===== config.mk =====
export PLATFORM = sky130hd
export DESIGN_NAME = hazard_fwd_ctrl
export DESIGN_NICKNAME = d
export VERILOG_FILES = /design/src/rtl/hazard_pkg.sv /design/src/rtl/fwd_mux.sv /design/src/rtl/hazard_fwd_ctrl.sv
export SDC_FILE = /design/constraint.sdc
export NUM_CORES = 1
export LEC_CHECK = 0
export CORE_UTILIZATION = 40
export CTS_CLUSTER_DIAMETER = 100
export DETAILED_ROUTE_END_ITERATION = 10
export GPL_TIMING_DRIVEN = 0
export PLACE_DENSITY_LB_ADDON = 0.3
export SYNTH_ARGS = -nofsm -noshare
export SYNTH_HDL_FRONTEND = slang
export SYNTH_SLANG_ARGS = --single-unit

===== constraint.sdc =====
create_clock -name clk -period 3.5 [get_ports clk]
set_clock_uncertainty 0.1 [all_clocks]
set_input_delay 0.35 -clock clk [delete_from_list [all_inputs] [get_ports clk]]
set_output_delay 0.35 -clock clk [all_outputs]
set_load 0.02 [all_outputs]

===== src/rtl/hazard_pkg.sv =====
// Types shared by the hazard/forwarding unit and the decoder: scoreboard entry,
// controller state and the write-back select code that marks a load.
package hazard_pkg;

    localparam logic [1:0] WD_SEL_DRAM = 2'd1;

    typedef struct packed {
        logic       valid;
        logic [4:0] wr;
        logic       rf_we;
        logic       is_load;
    } sb_entry_t;

    typedef enum logic [1:0] {
        RUN      = 2'd0,
        LU_STALL = 2'd1,
        MEM_WAIT = 2'd2
    } hz_state_e;

    // x0 writes and non-writing instructions never occupy a live entry.
    function automatic sb_entry_t make_entry(input logic       instr_valid,
                                             input logic [4:0] wr,
                                             input logic       rf_we,
                                             input logic [1:0] wd_sel);
        sb_entry_t e;
        e.valid   = instr_valid && rf_we && (wr != 5'd0);
        e.wr      = wr;
        e.rf_we   = rf_we;
        e.is_load = (wd_sel == WD_SEL_DRAM);
        return e;
    endfunction

endpackage


===== src/rtl/fwd_mux.sv =====
// One-operand forwarding select: youngest matching in-flight producer wins
// (EX > MEM > WB); a load still in EX cannot forward and raises load_use.
module fwd_mux
    import hazard_pkg::*;
#(
    parameter int XLEN = 32
) (
    input  logic [4:0]      rs,
    input  logic            rs_used,
    input  logic [XLEN-1:0] rd_id,
    input  sb_entry_t       sb_ex,
    input  sb_entry_t       sb_mem,
    input  sb_entry_t       sb_wb,
    input  logic [XLEN-1:0] ex_result,
    input  logic [XLEN-1:0] mem_wd,
    input  logic [XLEN-1:0] wb_wd,
    output logic            fwd_en,
    output logic [XLEN-1:0] fwd_data,
    output logic            load_use
);

    logic hit_ex;
    logic hit_mem;
    logic hit_wb;

    function automatic logic hit(input sb_entry_t e, input logic [4:0] r, input logic used);
        return used && (r != 5'd0) && e.valid && e.rf_we && (e.wr == r);
    endfunction

    assign hit_ex  = hit(sb_ex,  rs, rs_used);
    assign hit_mem = hit(sb_mem, rs, rs_used);
    assign hit_wb  = hit(sb_wb,  rs, rs_used);

    always_comb begin
        fwd_en   = 1'b0;
        fwd_data = rd_id;
        load_use = 1'b0;
        if (hit_ex) begin
            if (sb_ex.is_load) begin
                load_use = 1'b1;
            end else begin
                fwd_en   = 1'b1;
                fwd_data = ex_result;
            end
        end else if (hit_mem) begin
            fwd_en   = 1'b1;
            fwd_data = mem_wd;
        end else if (hit_wb) begin
            fwd_en   = 1'b1;
            fwd_data = wb_wd;
        end
    end

endmodule


===== src/rtl/hazard_fwd_ctrl.sv =====
// Pipeline hazard controller: scoreboard of EX/MEM/WB destinations, operand
// forwarding, load-use bubbles, redirect flushes and dmem freeze. HAZARD_PERF_EN adds event counters.
module hazard_fwd_ctrl
    import hazard_pkg::*;
#(
    parameter int SB_DEPTH = 3,
    parameter int XLEN     = 32
) (
    input  logic            clk,
    input  logic            rst,
    input  logic            instr_valid_id_i,
    input  logic [4:0]      rs1_id_i,
    input  logic [4:0]      rs2_id_i,
    input  logic            rs1_used_id_i,
    input  logic            rs2_used_id_i,
    input  logic [4:0]      wr_id_i,
    input  logic            rf_we_id_i,
    input  logic [1:0]      wd_sel_id_i,
    input  logic [XLEN-1:0] rD1_id_i,
    input  logic [XLEN-1:0] rD2_id_i,
    input  logic [XLEN-1:0] ex_result_i,
    input  logic [XLEN-1:0] mem_wd_i,
    input  logic [XLEN-1:0] wb_wd_i,
    input  logic            redirect_ex_i,
    input  logic            dmem_busy_i,
    output logic            stall_if_o,
    output logic            flush_if_id_o,
    output logic            flush_id_ex_o,
    output logic            freeze_o,
    output logic            fwd_rD1e_EX,
    output logic            fwd_rD2e_EX,
    output logic [XLEN-1:0] fwd_rD1_EX,
    output logic [XLEN-1:0] fwd_rD2_EX,
    output hz_state_e       dbg_state_o
`ifdef HAZARD_PERF_EN
    ,
    output logic [XLEN-1:0] perf_lu_stall_o,
    output logic [XLEN-1:0] perf_redirect_o,
    output logic [XLEN-1:0] perf_freeze_o
`endif
);

    localparam int SB_EX  = 0;
    localparam int SB_MEM = 1;
    localparam int SB_WB  = 2;

    sb_entry_t sb_q [SB_DEPTH];
    sb_entry_t id_entry;
    hz_state_e state_q;
    logic      lu1;
    logic      lu2;
    logic      load_use;
    logic      lu_stall;

    assign id_entry = make_entry(instr_valid_id_i, wr_id_i, rf_we_id_i, wd_sel_id_i);

    fwd_mux #(.XLEN(XLEN)) u_fwd_rs1 (
        .rs        (rs1_id_i),
        .rs_used   (rs1_used_id_i),
        .rd_id     (rD1_id_i),
        .sb_ex     (sb_q[SB_EX]),
        .sb_mem    (sb_q[SB_MEM]),
        .sb_wb     (sb_q[SB_WB]),
        .ex_result (ex_result_i),
        .mem_wd    (mem_wd_i),
        .wb_wd     (wb_wd_i),
        .fwd_en    (fwd_rD1e_EX),
        .fwd_data  (fwd_rD1_EX),
        .load_use  (lu1)
    );

    fwd_mux #(.XLEN(XLEN)) u_fwd_rs2 (
        .rs        (rs2_id_i),
        .rs_used   (rs2_used_id_i),
        .rd_id     (rD2_id_i),
        .sb_ex     (sb_q[SB_EX]),
        .sb_mem    (sb_q[SB_MEM]),
        .sb_wb     (sb_q[SB_WB]),
        .ex_result (ex_result_i),
        .mem_wd    (mem_wd_i),
        .wb_wd     (wb_wd_i),
        .fwd_en    (fwd_rD2e_EX),
        .fwd_data  (fwd_rD2_EX),
        .load_use  (lu2)
    );

    assign load_use    = lu1 | lu2;
    assign dbg_state_o = state_q;

    // Freeze beats redirect beats load-use; LU_STALL blocks a back-to-back bubble.
    always_comb begin
        freeze_o      = 1'b0;
        stall_if_o    = 1'b0;
        flush_if_id_o = 1'b0;
        flush_id_ex_o = 1'b0;
        lu_stall      = 1'b0;
        if (!rst) begin
            if (dmem_busy_i) begin
                freeze_o   = 1'b1;
                stall_if_o = 1'b1;
            end else if (redirect_ex_i) begin
                flush_if_id_o = 1'b1;
                flush_id_ex_o = 1'b1;
            end else if (load_use && (state_q != LU_STALL)) begin
                lu_stall      = 1'b1;
                stall_if_o    = 1'b1;
                flush_id_ex_o = 1'b1;
            end
        end
    end

    always_ff @(posedge clk) begin
        if (rst) begin
            state_q <= RUN;
        end else begin
            case (state_q)
                RUN, LU_STALL, MEM_WAIT: begin
                    if (dmem_busy_i)   state_q <= MEM_WAIT;
                    else if (lu_stall) state_q <= LU_STALL;
                    else               state_q <= RUN;
                end
                default: state_q <= RUN;
            endcase
        end
    end

    always_ff @(posedge clk) begin
        if (rst) begin
            for (int i = 0; i < SB_DEPTH; i++) sb_q[i] <= '0;
        end else if (!freeze_o) begin
            for (int i = SB_DEPTH - 1; i > 0; i--) sb_q[i] <= sb_q[i-1];
            sb_q[SB_EX] <= (instr_valid_id_i && !flush_id_ex_o) ? id_entry : '0;
        end
    end

`ifdef HAZARD_PERF_EN
    always_ff @(posedge clk) begin
        if (rst) begin
            perf_lu_stall_o <= '0;
            perf_redirect_o <= '0;
            perf_freeze_o   <= '0;
        end else begin
            if (lu_stall && (perf_lu_stall_o != '1))
                perf_lu_stall_o <= perf_lu_stall_o + 1'b1;
            if (flush_if_id_o && (perf_redirect_o != '1))
                perf_redirect_o <= perf_redirect_o + 1'b1;
            if (freeze_o && (perf_freeze_o != '1))
                perf_freeze_o <= perf_freeze_o + 1'b1;
        end
    end
`endif

endmodule


# After elaboration in Yosys (flattened, before gate mapping)

Memory sizes are Yosys's and may differ from the RTL's.
Cells that the tools add are included.

Eq/ne operators: 10
Mux-type cells: 43
Bitwise operators: 5
Reduce and logical (&&, ||, !) cells: 32

Operators with widths:

| operator           | number |
|---|---|
| $mux 32            | 8 |
| $mux 8             | 4 |
| $eq 5x5->1         | 6 |
| $mux 1             | 30 |
| $logic_and 1x1->1  | 24 |
| $reduce_bool 5->1  | 3 |
| $reduce_or 3->1    | 2 |
| $eq 2x1->1 const B | 2 |
| $or 1x1->1         | 4 |
| $eq 2x2->1 const B | 1 |
| $logic_not 2->1    | 1 |
| $mux 2             | 1 |
| $ne 2x1->1 const B | 1 |
| $reduce_or 2->1    | 1 |
| $logic_not 1->1    | 1 |
| $not 1->1          | 1 |

Bits in registers: 2
RAM bits: 24
Bits of input ports: 185
Output and inout bits: 72
Logic and storage cells: 93
Memories: 1

Memory list:

| name | words | width | rd ports | clocked after Yosys merged registers in | write ports | line                  | RTL |
|---|---|---|---|---|---|---|---|
| sb_q | 3     | 8     | 3        | 0                                       | 3           | hazard_fwd_ctrl.sv:47 | `sb_entry_t sb_q [SB_DEPTH];` |

# Longest topological paths before layout

Word-level depth: 16
Gate-level depth with buffers: 9
Depth with buffers taken out: 5

# Cells and area by module

Synthesis repeated with hierarchy kept, for this count alone.

Cells, all modules: 507
Area, all modules: 4929.7 µm²

Modules (own cells, without submodules):

| module          | times used | cells an instance | area an instance (µm²) | sequential area each (µm²) |
|---|---|---|---|---|
| fwd_mux         | 2          | 220               | 1940.6                 | 0.0 |
| hazard_fwd_ctrl | 1          | 67                | 1048.5                 | 760.7 |

# Least setup slack after synthesis

No wires, ideal clock.

Path kind: input to output
From: input port rs1_id_i[0]
To: output port fwd_rD1_EX[0]
Data arrival time: 2253 ps
Required time: 3050 ps
Slack: 797 ps
Stages: 9
Buffers on the path: 4
Cells stage by stage: clkbuf_1 -> xnor2_1 -> nand3_1 -> or3_1 -> buf_2 -> and2_1 -> buf_2 -> buf_4 -> a211oi_1

Cells in the longest elaborated chain, start to end: 8

RTL lines:

| element                        | line                  | RTL |
|---|---|---|
| from (decl)                    | hazard_fwd_ctrl.sv:12 | `input logic [4:0] rs1_id_i,` |
| $reduce_bool 5->1              | fwd_mux.sv:27         | `return used && (r != 5'd0) && e.valid && e.rf_we && (e.wr == r);` |
| $logic_and 1x1->1 (4 in a row) | fwd_mux.sv:27         |  |
| $mux 32                        | fwd_mux.sv:48         | `end else if (hit_wb) begin` |
| $mux 32                        | fwd_mux.sv:45         | `end else if (hit_mem) begin` |
| $mux 32 *                      | fwd_mux.sv:38         | `if (hit_ex) begin` |
| to (decl)                      | hazard_fwd_ctrl.sv:32 | `output logic [XLEN-1:0] fwd_rD1_EX,` |

Every way passes the cells marked *; elsewhere a longest branch is shown, timed or not.

# Worst setup path in the final report

From: input port rs1_id_i[2]
To: output port fwd_rD1_EX[22]

Same word-level chain as after synthesis.

==> results.json <==
{
  "area_delta_synth_final_pct": 68.78,
  "fmax_mhz": 291.4,
  "postCtsSetupRepairBufs": 0,
  "diodes": 0,
  "p_per_area_mw_per_mm2": 164.8,
  "dieArea_mm2": 0.01020,
  "grt_max_degree": 25,
  "cts_buffer_depth": 2,
  "synth_nets": 643,
  "path_clk_slew_ps": 80,
  "num_vias": 5020,
  "hp-class": "flop to flop",
  "synth_area_mm2": 0.003920,
  "first_pass_iters": 6,
  "place_area_mm2": 0.006634,
  "io_buffers": 255,
  "wl_per_cell_um": 21.36,
  "final_area_mm2": 0.006616,
  "synth_flop_cell": "edfxtp_1",
  "clkLatencyLatePin_ps": 270,
  "slew_viol_final": 0,
  "start_kind": "input port",
  "ant_nets": 0,
  "wl_met1_um": 6690,
  "yosys_warnings": 0,
  "r2r_slack_ps": 1370,
  "drive_gt1_frac": 0.1395,
  "netlist_instances": 458,
  "setup_violations": 0,
  "cp.required_ps": 3050,
  "p_sw_mw": 0.3529,
  "drt_wl_total_um": 18070,
  "ios": 257,
  "critical_path.cell_chain": "clkdlybuf4s50_1, xnor2_1, nand4_1, or3_1, buf_2, and2_1, buf_2, buf_4, a211oi_1, dlygate4sd1_1",
  "met2_length_um": 8775,
  "synth_edf_count": 22,
  "cp.arrival_ps": 2980,
  "start_util": 0.4183,
  "slew_headroom": 0.2490,
  "final_common_cell": "clkdlybuf4s50_1",
  "avgViaCountPerCell": 5.934,
  "htree_levels": 1,
  "hold_viol": 0,
  "grt-ovfl-total": 0,
  "setup_slack_ps": 68.35,
  "gp_congestion": 0.9487,
  "ys_seq_elements": 24,
  "routed.top_layer": "met5",
  "nets": 903,
  "path_class": "input port to output port",
  "cts_sinks": 24,
  "cts_tree": "done",
  "grt_pass1_wl_um": 27640,
  "status": "finished clean",
  "fin_total_pwr_mw": 1.091,
  "antenna_found_initial": 1,
  "synthDistinctLibCells": 41,
  "rows": 35,
  "avgSynthCellArea_um2": 8.559,
  "die_y_um": 101.0,
  "path_max_fanout": 10,
  "cts_root_buf": "clkbuf_8",
  "max_stage_delay_ps": 590,
  "synthArstFlopShare": 0,
  "grt_pass1_vias": 5124,
  "fillerInstances": 793,
  "wl_met3_um": 1896,
  "rsz0062_at_grt": "no",
  "drt-initial-drc-count": 279,
  "dpl.hpwl_um": 14060,
  "finalCritPeriodShare": 0.9805,
  "pwr-share-comb": 0.527,
  "preCtsSetupSlack_ps": -557.9,
  "cpMaxStageDelayCell": "clkdlybuf4s50_1",
  "power_switching_share": 0.3236,
  "power.leakage_nw": 2.613,
  "cts_made_buffers": 3,
  "crit_top_cell": "buf_2",
  "grt_use_total": 0.3505,
  "maxCapViolCount": 0,
  "peakVddDrop_mv": 0.2225,
  "worstMarginPinSlew_ps": 1126,
  "die_width_um": 101.0,
  "core_mm2": 0.009371,
  "hold_ws_ps": 381.5,
  "ys_seq_area_frac": 0.1787,
  "drc": 0,
  "period_needed_ps": 3432,
  "power_frac_seq": 0.317,
  "p_int_mw": 0.7377,
  "endpoint_kind": "output port",
  "final_cell_mix": "clkdlybuf4s50_1 (188), a211oi_1 (52), dlygate4sd2_1 (47)",
  "pwr-share-clk": 0.156
}
-- flip-flops by register name, indices dropped and copies added, names as in the netlist --
signal	cells
dbg_state_o	2
sb_q	22
-- final timing paths --
path | startpoint | to | cells after the start
hold / removal | dbg_state_o[1] | dbg_state_o[1] | 1
setup / recovery | rs1_id_i[2] | fwd_rD1_EX[22] | 10
setup reg to reg | sb_q[0][4] | dbg_state_o[0] | 5
hold reg to reg | dbg_state_o[1] | dbg_state_o[1] | 1
-- power by group through the flow --
stage | combinational [mW] | sequential (mW) | clock [mW]
final | 0.575 | 0.345 | 0.170
after global routing | 0.611 | 0.348 | 0.188
after CTS | 0.571 | 0.345 | 0.176
after detailed placement | 0.595 | 0.352 | 0
after global placement | 0.587 | 0.351 | 0
after floorplan | 0.234 | 0.349 | 0
-- logic make-up after synthesis --
kind of cell,share of synthesized area
buf+inv,0.06894
flops,0.1787
xor+xnor,0.06703
mux,0.1736
simple gates,0.2167
compound gates,0.2949
-- cell usage after synthesis, types with 2 or more instances --
cell      count  area share
buf_4         7       0.013
a211oi_2     11       0.035
or4_4         2      0.0057
o21ai_2       2      0.0045
o221a_1      31       0.089
inv_1         2      0.0019
buf_6         7       0.020
and2_1       16       0.026
dfxtp_1       2       0.010
nand2_1      33       0.032
nor3_2        2      0.0051
nor3b_1       5      0.0096
buf_2         9       0.011
a21o_1        2      0.0038
nand3_1       7      0.0089
edfxtp_1     22        0.17
nor2b_1      32       0.051
nor4_1        2      0.0032
a21oi_1      34       0.043
nor3_1       36       0.046
mux2_2       27       0.078
mux2i_1      32       0.082
o221a_2       2      0.0057
xor2_1       10       0.022
mux2_1        5       0.014
xnor2_1      20       0.045
a211oi_1     53        0.10
clkbuf_1     23       0.022
nor2_1        6      0.0057
nand4_1       4      0.0064
or3_1         2      0.0032
-- worst max-delay path: cells and delay by family --
family | cells | cell delay [ps]
simple gates | 3 | 730
compound gates | 1 | 250
buf+inv | 5 | 1470
xor+xnor | 1 | 170
-- layer usage --
metal  up-vias  track usage
li1       2292            -
met1      2365       0.4104
met2       299       0.5933
met3        62       0.1151
met4         2       0.1338
met5         -            0
-- repair_timing --
action / in CTS / in global routing
setup endpoints to repair: 67 / 32
hold buffers: 0 / 0
gates resized for setup: 82 / 53
hold endpoints to repair: 0 / 0
pin swaps: 1 / 0
-- final cells by class --
| cell class | instances | area (µm²) | area share |
|---|---|---|---|
| Buffer | 46 | 282.8 | 0.04274 |
| Clock buffer | 4 | 45.04 | 0.006808 |
| Inverter | 2 | 7.507 | 0.001135 |
| Multi-Input combinational cell | 386 | 2987 | 0.4514 |
| Sequential cell | 24 | 700.7 | 0.1059 |
| Tap cell | 129 | 161.4 | 0.02439 |
| Timing Repair Buffer | 255 | 2432 | 0.3676 |
-- stage by stage --
| step | std cells | setup TNS [ps] | util |
|---|---|---|---|
| after global routing | 846 | 0 | 0.7060 |
| after CTS | 846 | 0 | 0.7085 |
| final | 846 | 0 | 0.7060 |
| after detailed placement | 842 | -20270 | 0.7079 |
| after floorplan | 458 | 0 | - |
| after global placement | 842 | -20050 | 0.7079 |
(Power assumes the default switching activity.)
